--- config.mk ---
export PLATFORM = sky130hd
export DESIGN_NAME = alu_muldiv_seq
export DESIGN_NICKNAME = d
export VERILOG_FILES = /design/src/rtl/riscv_pkg.sv /design/src/rtl/muldiv_operand_prep.sv /design/src/rtl/alu_muldiv_seq.sv
export SDC_FILE = /design/constraint.sdc
export NUM_CORES = 1
export LEC_CHECK = 0
export CAP_MARGIN = 10
export CELL_PAD_IN_SITES_DETAIL_PLACEMENT = 0
export CELL_PAD_IN_SITES_GLOBAL_PLACEMENT = 1
export CORE_MARGIN = 2
export CORE_UTILIZATION = 37
export DETAILED_ROUTE_END_ITERATION = 16
export HOLD_SLACK_MARGIN = 0.02
export PLACE_DENSITY_LB_ADDON = 0.15
export SLEW_MARGIN = 20
export SYNTH_ARGS = -nofsm -noshare
export SYNTH_HDL_FRONTEND = slang
export SYNTH_SLANG_ARGS = --single-unit
--- constraint.sdc ---
create_clock -name clk -period 5.9 [get_ports clk]
set_input_delay 0.59 -clock clk [delete_from_list [all_inputs] [get_ports clk]]
set_output_delay 0.59 -clock clk [all_outputs]
set_load 0.05 [all_outputs]
--- src/rtl/riscv_pkg.sv ---
// Shared RV32M execute-unit types.
// Op encoding follows funct3 of the M extension.
package riscv_pkg;

  typedef enum logic [2:0] {
    MD_MUL    = 3'd0,
    MD_MULH   = 3'd1,
    MD_MULHSU = 3'd2,
    MD_MULHU  = 3'd3,
    MD_DIV    = 3'd4,
    MD_DIVU   = 3'd5,
    MD_REM    = 3'd6,
    MD_REMU   = 3'd7
  } muldiv_op_e;

  typedef enum logic [1:0] {
    MD_IDLE = 2'd0,
    MD_CALC = 2'd1,
    MD_DONE = 2'd2
  } md_state_e;

endpackage

--- src/rtl/muldiv_operand_prep.sv ---
// Operand conditioning for the iterative mul/div unit:
// signedness, magnitudes, result signs and special-case results.
module muldiv_operand_prep
  import riscv_pkg::*;
#(
  parameter int XLEN = 32
) (
  input  logic [2:0]      op,
  input  logic [XLEN-1:0] in1,
  input  logic [XLEN-1:0] in2,
  output logic [XLEN-1:0] abs1,
  output logic [XLEN-1:0] abs2,
  output logic [XLEN-1:0] spec_res,
  output logic            qneg,
  output logic            rneg,
  output logic            dz,
  output logic            spec
);

  localparam logic [XLEN-1:0] MIN = {1'b1, {(XLEN-1){1'b0}}};

  logic s1;
  logic s2;
  logic n1;
  logic n2;
  logic is_div;
  logic is_rem;
  logic ovf;

  always_comb begin
    s1 = 1'b0;
    s2 = 1'b0;
    unique case (muldiv_op_e'(op))
      MD_MULH, MD_DIV, MD_REM: begin
        s1 = 1'b1;
        s2 = 1'b1;
      end
      MD_MULHSU: s1 = 1'b1;
      default: ;
    endcase
  end

  assign is_div = op[2];
  assign is_rem = op[2] & op[1];
  assign n1     = s1 & in1[XLEN-1];
  assign n2     = s2 & in2[XLEN-1];
  assign abs1   = n1 ? (~in1 + 1'b1) : in1;
  assign abs2   = n2 ? (~in2 + 1'b1) : in2;
  assign qneg   = n1 ^ n2;
  assign rneg   = n1;

  // s1 together with is_div means DIV or REM
  assign dz   = is_div & ~|in2;
  assign ovf  = s1 & is_div & (in1 == MIN) & (&in2);
  assign spec = dz | ovf;

  always_comb begin
    spec_res = '0;
    if (dz)
      spec_res = is_rem ? in1 : '1;
    else
      spec_res = is_rem ? '0 : MIN;
  end

endmodule

--- src/rtl/alu_muldiv_seq.sv ---
// Multi-cycle RV32M unit: radix-2 shift-add multiply and
// restoring divide sharing one XLEN+1 adder.
module alu_muldiv_seq
  import riscv_pkg::*;
#(
  parameter int XLEN         = 32,
  parameter bit FAST_SPECIAL = 1'b1
) (
  input  logic            clk,
  input  logic            rst_n,
  input  logic            start_i,
  input  logic [2:0]      op_i,
  input  logic [XLEN-1:0] in1,
  input  logic [XLEN-1:0] in2,
  input  logic            flush_i,
  output logic            busy_o,
  output logic            done_o,
  output logic [XLEN-1:0] result_o,
  output logic            zero,
  output logic            negative,
  output logic            div_by_zero
);

  localparam int CW = $clog2(XLEN);

  md_state_e       state_q;
  md_state_e       state_d;
  logic [2:0]      op_q;
  logic [XLEN-1:0] acc_q;
  logic [XLEN-1:0] mq_q;
  logic [XLEN-1:0] b_q;
  logic [XLEN-1:0] spec_res_q;
  logic            qneg_q;
  logic            rneg_q;
  logic            spec_q;
  logic            dz_q;
  logic [CW-1:0]   cnt_q;
  logic            done_q;
  logic [XLEN-1:0] res_q;
  logic            dz_out_q;

  logic [XLEN-1:0] p_abs1;
  logic [XLEN-1:0] p_abs2;
  logic [XLEN-1:0] p_spec_res;
  logic            p_qneg;
  logic            p_rneg;
  logic            p_dz;
  logic            p_spec;
  logic            accept;

  muldiv_operand_prep #(
    .XLEN(XLEN)
  ) u_prep (
    .op      (op_i),
    .in1     (in1),
    .in2     (in2),
    .abs1    (p_abs1),
    .abs2    (p_abs2),
    .spec_res(p_spec_res),
    .qneg    (p_qneg),
    .rneg    (p_rneg),
    .dz      (p_dz),
    .spec    (p_spec)
  );

  // The done_o cycle is not an accept slot either
  assign accept = start_i & ~flush_i & ~done_q
                & (state_q == MD_IDLE);

  always_comb begin
    state_d = state_q;
    unique case (state_q)
      MD_IDLE: begin
        if (accept)
          state_d = (FAST_SPECIAL && p_spec)
                  ? MD_DONE : MD_CALC;
      end
      MD_CALC: begin
        if (cnt_q == '0)
          state_d = MD_DONE;
      end
      MD_DONE: state_d = MD_IDLE;
      default: state_d = MD_IDLE;
    endcase
    if (flush_i)
      state_d = MD_IDLE;
  end

  logic [XLEN:0]   add_x;
  logic [XLEN:0]   add_y;
  logic            add_ci;
  logic [XLEN+1:0] add_s;
  logic [XLEN:0]   rem_sh;
  logic            nb;
  logic [XLEN-1:0] acc_n;
  logic [XLEN-1:0] mq_n;

  assign rem_sh = {acc_q, mq_q[XLEN-1]};
  assign add_s  = {1'b0, add_x} + {1'b0, add_y}
                + {{(XLEN+1){1'b0}}, add_ci};
  assign nb     = add_s[XLEN+1];

  always_comb begin
    add_x  = {1'b0, acc_q};
    add_y  = mq_q[0] ? {1'b0, b_q} : '0;
    add_ci = 1'b0;
    acc_n  = add_s[XLEN:1];
    mq_n   = {add_s[0], mq_q[XLEN-1:1]};
    if (op_q[2]) begin
      add_x  = rem_sh;
      add_y  = ~{1'b0, b_q};
      add_ci = 1'b1;
      acc_n  = nb ? add_s[XLEN-1:0] : rem_sh[XLEN-1:0];
      mq_n   = {mq_q[XLEN-2:0], nb};
    end
  end

  logic [2*XLEN-1:0] prod;
  logic [2*XLEN-1:0] prod_s;
  logic [XLEN-1:0]   quo_s;
  logic [XLEN-1:0]   rem_s;
  logic [XLEN-1:0]   fix;
  logic              l_sel;
  logic              h_sel;
  logic              q_sel;
  logic              r_sel;

  assign prod   = {acc_q, mq_q};
  assign prod_s = qneg_q ? (~prod + 1'b1) : prod;
  assign quo_s  = qneg_q ? (~mq_q + 1'b1) : mq_q;
  assign rem_s  = rneg_q ? (~acc_q + 1'b1) : acc_q;

  assign l_sel = ~spec_q & ~op_q[2] & (op_q[1:0] == 2'd0);
  assign h_sel = ~spec_q & ~op_q[2] & (op_q[1:0] != 2'd0);
  assign q_sel = ~spec_q & op_q[2] & ~op_q[1];
  assign r_sel = ~spec_q & op_q[2] & op_q[1];

  always_comb begin
    fix = '0;
    unique case (1'b1)
      spec_q: fix = spec_res_q;
      l_sel:  fix = prod_s[XLEN-1:0];
      h_sel:  fix = prod_s[2*XLEN-1:XLEN];
      q_sel:  fix = quo_s;
      r_sel:  fix = rem_s;
      default: fix = '0;
    endcase
  end

  always_ff @(posedge clk or negedge rst_n) begin
    if (!rst_n) begin
      state_q    <= MD_IDLE;
      op_q       <= 3'd0;
      acc_q      <= '0;
      mq_q       <= '0;
      b_q        <= '0;
      spec_res_q <= '0;
      qneg_q     <= 1'b0;
      rneg_q     <= 1'b0;
      spec_q     <= 1'b0;
      dz_q       <= 1'b0;
      cnt_q      <= '0;
      done_q     <= 1'b0;
      res_q      <= '0;
      dz_out_q   <= 1'b0;
    end else begin
      state_q <= state_d;
      done_q  <= 1'b0;
      if (accept) begin
        op_q       <= op_i;
        acc_q      <= '0;
        mq_q       <= p_abs1;
        b_q        <= p_abs2;
        spec_res_q <= p_spec_res;
        qneg_q     <= p_qneg;
        rneg_q     <= p_rneg;
        spec_q     <= p_spec;
        dz_q       <= p_dz;
        cnt_q      <= CW'(XLEN-1);
      end else if (state_q == MD_CALC && !flush_i) begin
        acc_q <= acc_n;
        mq_q  <= mq_n;
        cnt_q <= cnt_q - 1'b1;
      end else if (state_q == MD_DONE && !flush_i) begin
        res_q    <= fix;
        dz_out_q <= dz_q;
        done_q   <= 1'b1;
      end
    end
  end

  assign busy_o      = (state_q != MD_IDLE);
  assign done_o      = done_q;
  assign result_o    = res_q;
  assign zero        = (res_q == '0);
  assign negative    = res_q[XLEN-1];
  assign div_by_zero = dz_out_q;

endmodule

==> results.sh <==
export IMPL_status="finished, final reports clean"
export IMPL_ys_seq_elements=176
export IMPL_first_iter_violations=1390
export IMPL_clock_latency_ns=0.46
export IMPL_swShare=0.517
export IMPL_drive_gt1_frac=0.0626
export IMPL_cp_required_ns=6.24
export IMPL_root_buffer="clkbuf_16"
export IMPL_place_area_mm2=0.0158
export IMPL_crit_path_end_kind="flop"
export IMPL_dominantRegCellSynth="dfrtp_1"
export IMPL_fmax_ghz=0.220
export IMPL_start_util=0.375
export IMPL_synth_edf_count=0
export IMPL_arrival_ns=4.89
export IMPL_dp_hpwl_um=39400
export IMPL_clk_pin_slew_ns=0.07
export IMPL_fin_crit_sh=0.772
export IMPL_grt_start_max_net_pins=115
export IMPL_rows=72
export IMPL_antenna_found_initial=1
export IMPL_vias_per_cell=5.87
export IMPL_cts_made_buffers=17
export IMPL_maxSlewHeadroom=0.275
export IMPL_htreeDepth=4
export IMPL_grt_pass1_vias=13200
export IMPL_yosysSeqAreaShare=0.304
export IMPL_cts_repair_resized=0
export IMPL_hold_viol=0
export IMPL_num_vias=14000
export IMPL_rsz0062_at_grt="no"
export IMPL_firstDrtPassIters=5
export IMPL_post_cts_buffers=0
export IMPL_final_max_slew_violation_count=0
export IMPL_wl_um=52800
export IMPL_fin_nets=1967
export IMPL_dp_cells=2353
export IMPL_numClockSinks=176
export IMPL_die_y_um=202
export IMPL_routedWlPerCell_um=22.1
export IMPL_ys_async_sr_fraction=1.00
export IMPL_period_minus_slack_ns=4.55
export IMPL_final_antenna_net_count=0
export IMPL_ctsHoldBuffers=0
export IMPL_grt_usage=0.259
export IMPL_total_power_mw=8.14
export IMPL_clockPowerShare=0.147
export IMPL_p_leak_nw=6.31
export IMPL_io_pins=108
export IMPL_final_cell_area_mm2=0.0164
export IMPL_layout_common_cells="o21ai_0 (271), nand2_1 (269), dfrtp_1 (174)"
export IMPL_yosysTopAreaCell="dfrtp_1"
export IMPL_pwr_share_comb=0.570
export IMPL_final_cell_count_no_fill=2387
export IMPL_synth_area_top_cells="dfrtp_1 (30%), o21ai_0 (9.4%), nand2_1 (7.0%)"
export IMPL_die_width_um=202
export IMPL_routabilityCongestion=0.944
export IMPL_start_kind="flop"
export IMPL_ir_drop_uv=271
export IMPL_remaining_drc_errors=0
export IMPL_synth_distinct_cells=77
export IMPL_core_mm2=0.0386
export IMPL_netlist_area_leader_share=0.304
export IMPL_clockBufferDepth=2
export IMPL_layout_commonest_cell="o21ai_0"
export IMPL_ys_warn_count=0
export IMPL_seq_power_share=0.283
export IMPL_synth_area_mm2=0.0145
export IMPL_critical_path_class="reg2reg"
export IMPL_hold_class="in2async"
export IMPL_tightest_slew_ns=1.08
export IMPL_die_area_mm2=0.0407
export IMPL_overflow=0
export IMPL_worst_path_max_fanout=45
export IMPL_synth_nets=1975
export IMPL_switching_power_mw=4.21
export IMPL_post_synth_cell_area_avg_um2=7.77
export IMPL_cap_violations=0
export IMPL_synthCells=1863
export IMPL_power_density_mw_per_mm2=496
export IMPL_cts_tree="yes"
export IMPL_clock_skew_ns=0.0171
export IMPL_grt_pass1_wl_um=81900
export IMPL_tns_ns=0
export IMPL_internal_power_mw=3.93
export IMPL_r2r_slack_ns=1.35
export IMPL_portBuffers=107
export IMPL_synthToLayoutAreaGrowth_pct=13.4
export IMPL_finalSetupViolCount=0
[cell families after synthesis]
kind of cell / count (synthesis) / synth area share
AO/OA/AOI/OAI: 617 / 0.265
XOR/XNOR: 170 / 0.103
adder cells (fa/ha/maj): 41 / 0.0365
buffers and inverters: 190 / 0.0506
flip-flops: 176 / 0.304
multiplexers: 66 / 0.0481
AND/OR/NAND/NOR: 603 / 0.192
[power groups by stage]
stage | logic, mW | registers [mW] | clock network, mW
6_report | 4.64 | 2.31 | 1.20
5_1_grt | 5.07 | 2.37 | 1.27
3_5_place_dp | 4.58 | 2.31 | 0
3_3_place_gp | 4.58 | 2.30 | 0
2_1_floorplan | 3.16 | 2.20 | 0
4_1_cts | 4.60 | 2.29 | 1.22
[cells in the mapped netlist, types with 28 or more instances]
cell and number:
a21oi_1 96, clkbuf_1 148, dfrtp_1 176, ha_1 39, inv_1 28, mux2_2 29
mux2i_1 37, nand2_1 269, nor2_1 133, nor3_1 35, nor4_1 29, o211ai_1 34
o21ai_0 272, o221ai_1 29, xnor2_1 98, xor2_1 72
[sequential cells by signal (all words and copies together), names as in the netlist, 2 cells and up]
signal      count
b_q            32
op_q            3
spec_res_q     32
mq_q           32
cnt_q           5
acc_q          32
result_o       32
state_q         2
[per-layer routing]
layer / up-vias / track usage / routed length [um]
met5: - / 0 / 0
li1: 6741 / - / -
met1: 6731 / 0.396 / 26100
met3: 57 / 0.0526 / 3580
met2: 480 / 0.371 / 22100
met4: 0 / 0.0622 / 985
[path summary, 6_finish.rpt]
kind | from | endpoint | cells past startpoint
min in group clk | div_by_zero$_DFFE_PN0P_ | div_by_zero$_DFFE_PN0P_ | 2
max | op_q[2]$_DFFE_PN0P_ | acc_q[29]$_DFFE_PN0N_ | 11
min reg2reg | div_by_zero$_DFFE_PN0P_ | div_by_zero$_DFFE_PN0P_ | 2
min | rst_n | result_o[20]$_DFFE_PN0P_ | 1
max in group asynchronous | rst_n | op_q[2]$_DFFE_PN0P_ | 2
max reg2reg | op_q[2]$_DFFE_PN0P_ | acc_q[29]$_DFFE_PN0N_ | 11
[critical path, cell delays in order, from the launching register on]
cell and delay, ns:
dfrtp_4 0.56, buf_4 0.63, mux2_2 0.42, ha_1 0.36, and3_1 0.20, a221oi_1 0.54, o21bai_1 0.23, a21oi_1 0.48
o211ai_1 0.22, and3_1 0.23, o32a_1 0.28, a32o_1 0.25
[through the flow]
stage,hold slack [ns],utilization,setup slack [ns]
2_1_floorplan,0.294,-,1.60
3_3_place_gp,0.461,0.409,1.49
3_5_place_dp,0.466,0.409,1.43
4_1_cts,0.134,0.424,1.39
5_1_grt,0.155,0.425,1.05
6_report,0.120,0.425,1.35
[layout make-up]
type | count | area [um^2]
fill | 3964 | 22200
multi-input combinational | 1497 | 9360
sequential | 176 | 4410
timing repair buffer | 133 | 1280
tap | 518 | 648
clock buffer | 19 | 443
clock inverter | 13 | 151
inverter | 30 | 113
antenna | 1 | 2.50
No activity file was read; power rests on OpenSTA's default activity.
